$ cat src/rtl/multiplier_unsigned_seq.sv
// Iterative shift-add unsigned multiplier.
// Retires one multiplier bit per clock and produces the full 2*WIDTH-bit product
// after exactly WIDTH busy cycles. Valid/ready handshake on both sides, one op in flight.
module multiplier_unsigned_seq #(
  parameter int WIDTH = 32
) (
  input  logic                 i_clk,
  input  logic                 i_rst,
  input  logic                 i_valid,
  output logic                 o_ready,
  input  logic [WIDTH-1:0]     i_multiplicand,
  input  logic [WIDTH-1:0]     i_multiplier,
  output logic                 o_valid,
  input  logic                 i_out_ready,
  output logic [2*WIDTH-1:0]   o_product,
  output logic                 o_busy
);

  localparam int CW = $clog2(WIDTH);

  typedef enum logic [1:0] {
    IDLE = 2'd0,
    BUSY = 2'd1,
    DONE = 2'd2
  } state_e;

  state_e               state_q, state_d;
  logic [WIDTH-1:0]     a_q, a_d;
  logic [2*WIDTH-1:0]   acc_q, acc_d;
  logic [2*WIDTH-1:0]   product_q, product_d;
  logic [CW-1:0]        cnt_q, cnt_d;
  logic [WIDTH:0]       sum;

  // Next-state and datapath: the accumulator holds {partial product, remaining multiplier bits};
  // each busy step adds A when the current multiplier bit is set, then shifts right with the carry entering the MSB.
  always_comb begin
    state_d   = state_q;
    a_d       = a_q;
    acc_d     = acc_q;
    cnt_d     = cnt_q;
    product_d = product_q;
    sum       = {1'b0, acc_q[2*WIDTH-1:WIDTH]} + (acc_q[0] ? {1'b0, a_q} : {(WIDTH+1){1'b0}});

    case (state_q)
      IDLE: begin
        if (i_valid) begin
          a_d     = i_multiplicand;
          acc_d   = {{WIDTH{1'b0}}, i_multiplier};
          cnt_d   = '0;
          state_d = BUSY;
        end
      end
      BUSY: begin
        acc_d = {sum, acc_q[WIDTH-1:1]};
        cnt_d = cnt_q + CW'(1);
        if (cnt_q == CW'(WIDTH - 1)) begin
          product_d = {sum, acc_q[WIDTH-1:1]};
          state_d   = DONE;
        end
      end
      DONE: begin
        if (i_out_ready) begin
          state_d = IDLE;
        end
      end
      default: begin
        state_d = IDLE;
      end
    endcase
  end

  // State and datapath registers; reset aborts any operation and clears the result.
  always_ff @(posedge i_clk or posedge i_rst) begin
    if (i_rst) begin
      state_q   <= IDLE;
      a_q       <= '0;
      acc_q     <= '0;
      cnt_q     <= '0;
      product_q <= '0;
    end else begin
      state_q   <= state_d;
      a_q       <= a_d;
      acc_q     <= acc_d;
      cnt_q     <= cnt_d;
      product_q <= product_d;
    end
  end

  assign o_ready   = (state_q == IDLE);
  assign o_busy    = (state_q == BUSY);
  assign o_valid   = (state_q == DONE);
  assign o_product = product_q;

endmodule

$ cat config.mk
export PLATFORM = sky130hd
export DESIGN_NAME = multiplier_unsigned_seq
export DESIGN_NICKNAME = d
export VERILOG_FILES = /design/src/rtl/multiplier_unsigned_seq.sv
export SDC_FILE = /design/constraint.sdc
export NUM_CORES = 1
export LEC_CHECK = 0
export BUFFER_PORTS_ARGS = -buffer_cell sky130_fd_sc_hd__buf_4
export CORE_MARGIN = 5
export CORE_UTILIZATION = 23
export CTS_CLUSTER_DIAMETER = 40
export DETAILED_ROUTE_END_ITERATION = 10
export GPL_TIMING_DRIVEN = 0
export PLACE_DENSITY = 0.51
export SLEW_MARGIN = 20
export SYNTH_ARGS = -nofsm -noshare
export SYNTH_HDL_FRONTEND = slang
export SYNTH_SLANG_ARGS = --single-unit
$ cat constraint.sdc
create_clock -name i_clk -period 8.7 [get_ports i_clk]
set_input_delay 0.435 -clock i_clk [delete_from_list [all_inputs] [get_ports i_clk]]
set_output_delay 0.435 -clock i_clk [all_outputs]
set_load 0.05 [all_outputs]
==> out/metrics.csv <==
metric,value,unit
vias,6656,
synthArstFlopShare,100,%
hold_path_class,in2async,
die_x,202,um
boundaryPins,135,
yosysTopAreaCell,dfrtp_1,
p_sw_share,43.9,%
routed_wl,24700,um
end_kind,register,
synth_area,0.00847,mm2
peakVddDrop,0.000186,V
synth_mux_area_share,12.4,%
post_cts_buffers,0,
rrSetupSlack,5.33,ns
area_growth,26.2,%
ys_warn_count,0,
ys_types,49,
reg2reg_from,acc_q[0],
fin_crit_sh,38.7,%
p_int,0.00221,W
status,"complete, no violations",
rr_worst_depth,11,
rows,70,
worst_pin_slew,0.767,ns
ant_nets,0,
placed_cells,1421,
gr-usage-all-layers,12.2,%
crit_family,compound AO/OA/AOI/OAI gates,
clkPwrFrac,19.5,%
fin_skew,0.0148,ns
rsz0062_at_grt,false,
startpoint,acc_q[0],
power.density,368,mW/mm2
numCtsBuffers,17,
grt_max_degree,97,
fin_nets,1075,
path_cells,clkbuf_1 > and2_1 > ha_1 > a21o_1 > a21oi_1 > a211oi_1 > o21ai_0 > a31oi_1 > a31oi_1 > xor2_1 > o21ai_0,
slew_viol_final,0,
first_iter_violations,257,
hold_viol,0,
synth_edf_count,0,
first_pass_iters,4,
synth-xor-area-share,2.48,%
synth_ff_type,dfrtp_1,
synth_compound_area_share,15.3,%
reg2reg_to,acc_q[62],
relSlewSlack,48.9,%
cp_num_buf_inv,1,
synth_top_family_by_area,compound AO/OA/AOI/OAI gates,
routed_via_density,4.58,
synth_top_area_share,49.3,%
synth_simple_gate_area_share,12.7,%
synth_seq_cells,167,
wl_per_cell,17.0,um
grt_pass1_wl,39400,um
cap_violations,0,
grt_pass1_vias,6920,
ctsHoldBuffers,0,
syn_area_per_cell,10.4,um2
antenna_found_initial,1,
slowest_stage,dfrtp_1,
core,0.0365,mm2
cts_tree,yes,
p_sw,0.00173,W
insertedDiodeCount,0,
cts_sinks,167,
netlist_top_cells_area,"dfrtp_1 49%, mux2_2 8.6%, o21ai_0 5.8%",
worstPathArrival,3.66,ns
max_freq,0.297,GHz
clk_latency,0.43,ns
place_congestion,0.855,
finalSetupViolCount,0,
dieArea,0.0408,mm2
gr-total-overflow,0,
final_util,29.3,%
cts_buffer_depth,2,
cts_root_buf,clkbuf_16,
io_buffers,134,
crit_cells,11,
crit_path_start_kind,register,
syn_nets,921,
crit_type,reg2reg,
combinationalPowerShare,47.0,%
htreeDepth,4,
drc,0,
seqPwrFrac,33.5,%
cts.repair.resized,0,
cp_data_required_time,8.99,ns
setup_tns,0,ns
worstPathMaxFanout,10,
fp.dieH,202,um
synth_cells,818,
fillers,3843,
p_leak,5.18,nW
yosysSeqAreaShare,49.3,%
path_clk_slew,0.07,ns
layout-drive-gt1-share,25.0,%
cp_slowest_stage_delay,0.49,ns
initial_core_util,23.2,%
dp_hpwl,18700,um
synthAdderAreaFrac,5.26,%
finalCriticalPeriod,3.37,ns
final_cells,1453,
[Yosys cell counts (2+ instances only)]
library cell  instances
a211o_1               2
a211oi_1              2
a21o_1               21
a21oi_1              29
a221o_1               2
a31oi_1              10
and2_1               35
and3_1                3
buf_1                12
buf_2                 2
clkbuf_1             31
dfrtp_1             167
ha_1                 34
inv_1                 8
mux2_2               65
mux2i_1              32
nand2_1             106
nand2b_1              6
nand3_1              45
nand3b_1              2
nand4_1               3
nor2_1               19
nor3_1                9
o21a_1               10
o21ai_0              98
o21ai_1               3
o21bai_1              4
o311a_1               2
o31ai_1              14
xnor2_1               9
xor2_1               15
[placed cells by master (no fill, tap or decap), drive strengths merged, types with 14 or more instances in the layout]
cell and n:
and2 35, mux2 65, nand3 46, ha 34
buf 150, dfrtp 167, o21ai 102, o31ai 14
nor2 19, clkbuf 52, inv 15, xor2 15
nand2 106, a21o 21, a21oi 30, mux2i 32
[registers in the layout (all words and copies together) (netlist names)]
register and count:
acc_q 64, o_product 64, a_q 32, cnt_q 5, state_q 2
[logic make-up (layout without fill, tap and decap cells)]
group,count (synthesis),in the layout
simple gates,231,231
compound gates,209,209
xor+xnor,24,24
mux,97,97
fa+ha+maj,35,35
flops,167,167
buf+inv,55,222
[layer usage]
layer | track usage [%] | wire, um
met5 | 0 | 13
met4 | 2.59 | 269
met3 | 4.93 | 2030
met2 | 19.0 | 11100
met1 | 16.1 | 11300
[power groups by stage]
| stage | combinational, W | sequential, W | clock [W] |
|---|---|---|---|
| final | 0.00185 | 0.00132 | 0.000767 |
| after global routing | 0.00205 | 0.00137 | 0.000822 |
| after CTS | 0.00188 | 0.00132 | 0.000791 |
| after detailed placement | 0.00187 | 0.00133 | 0 |
| after global placement | 0.00184 | 0.00132 | 0 |
| after floorplan | 0.00101 | 0.00161 | 0 |
[how the worst max path moves through the flow]
stage                         end  slack (ns)
finish                  acc_q[62]        5.33
global route            acc_q[62]        5.07
CTS                 o_product[59]        5.30
detailed placement  o_product[59]        5.33
global placement          a_q[17]        1.43
floorplan                  a_q[0]        3.75
[area by class of cell]
type | count | area, um2 | area share, %
sequential | 167 | 4180 | 39.1
multi-input combinational | 596 | 4080 | 38.2
timing repair buffer | 135 | 1030 | 9.67
tap | 468 | 586 | 5.48
clock buffer | 21 | 480 | 4.49
buffer | 46 | 179 | 1.67
clock inverter | 11 | 109 | 1.02
inverter | 9 | 41.3 | 0.386
[metrics by stage]
stage          area, um2  hold WS [ns]  power, W  setup WS (ns)
2_1_floorplan       8470         0.467   0.00262           3.75
3_3_place_gp       10100         0.473   0.00317           1.43
3_5_place_dp       10100         0.474   0.00320           5.33
4_1_cts            10700        0.0567   0.00399           5.30
5_1_grt            10700        0.0404   0.00424           5.07
6_report           10700        0.0289   0.00394           5.33
Power figures use the tool's default switching activity.
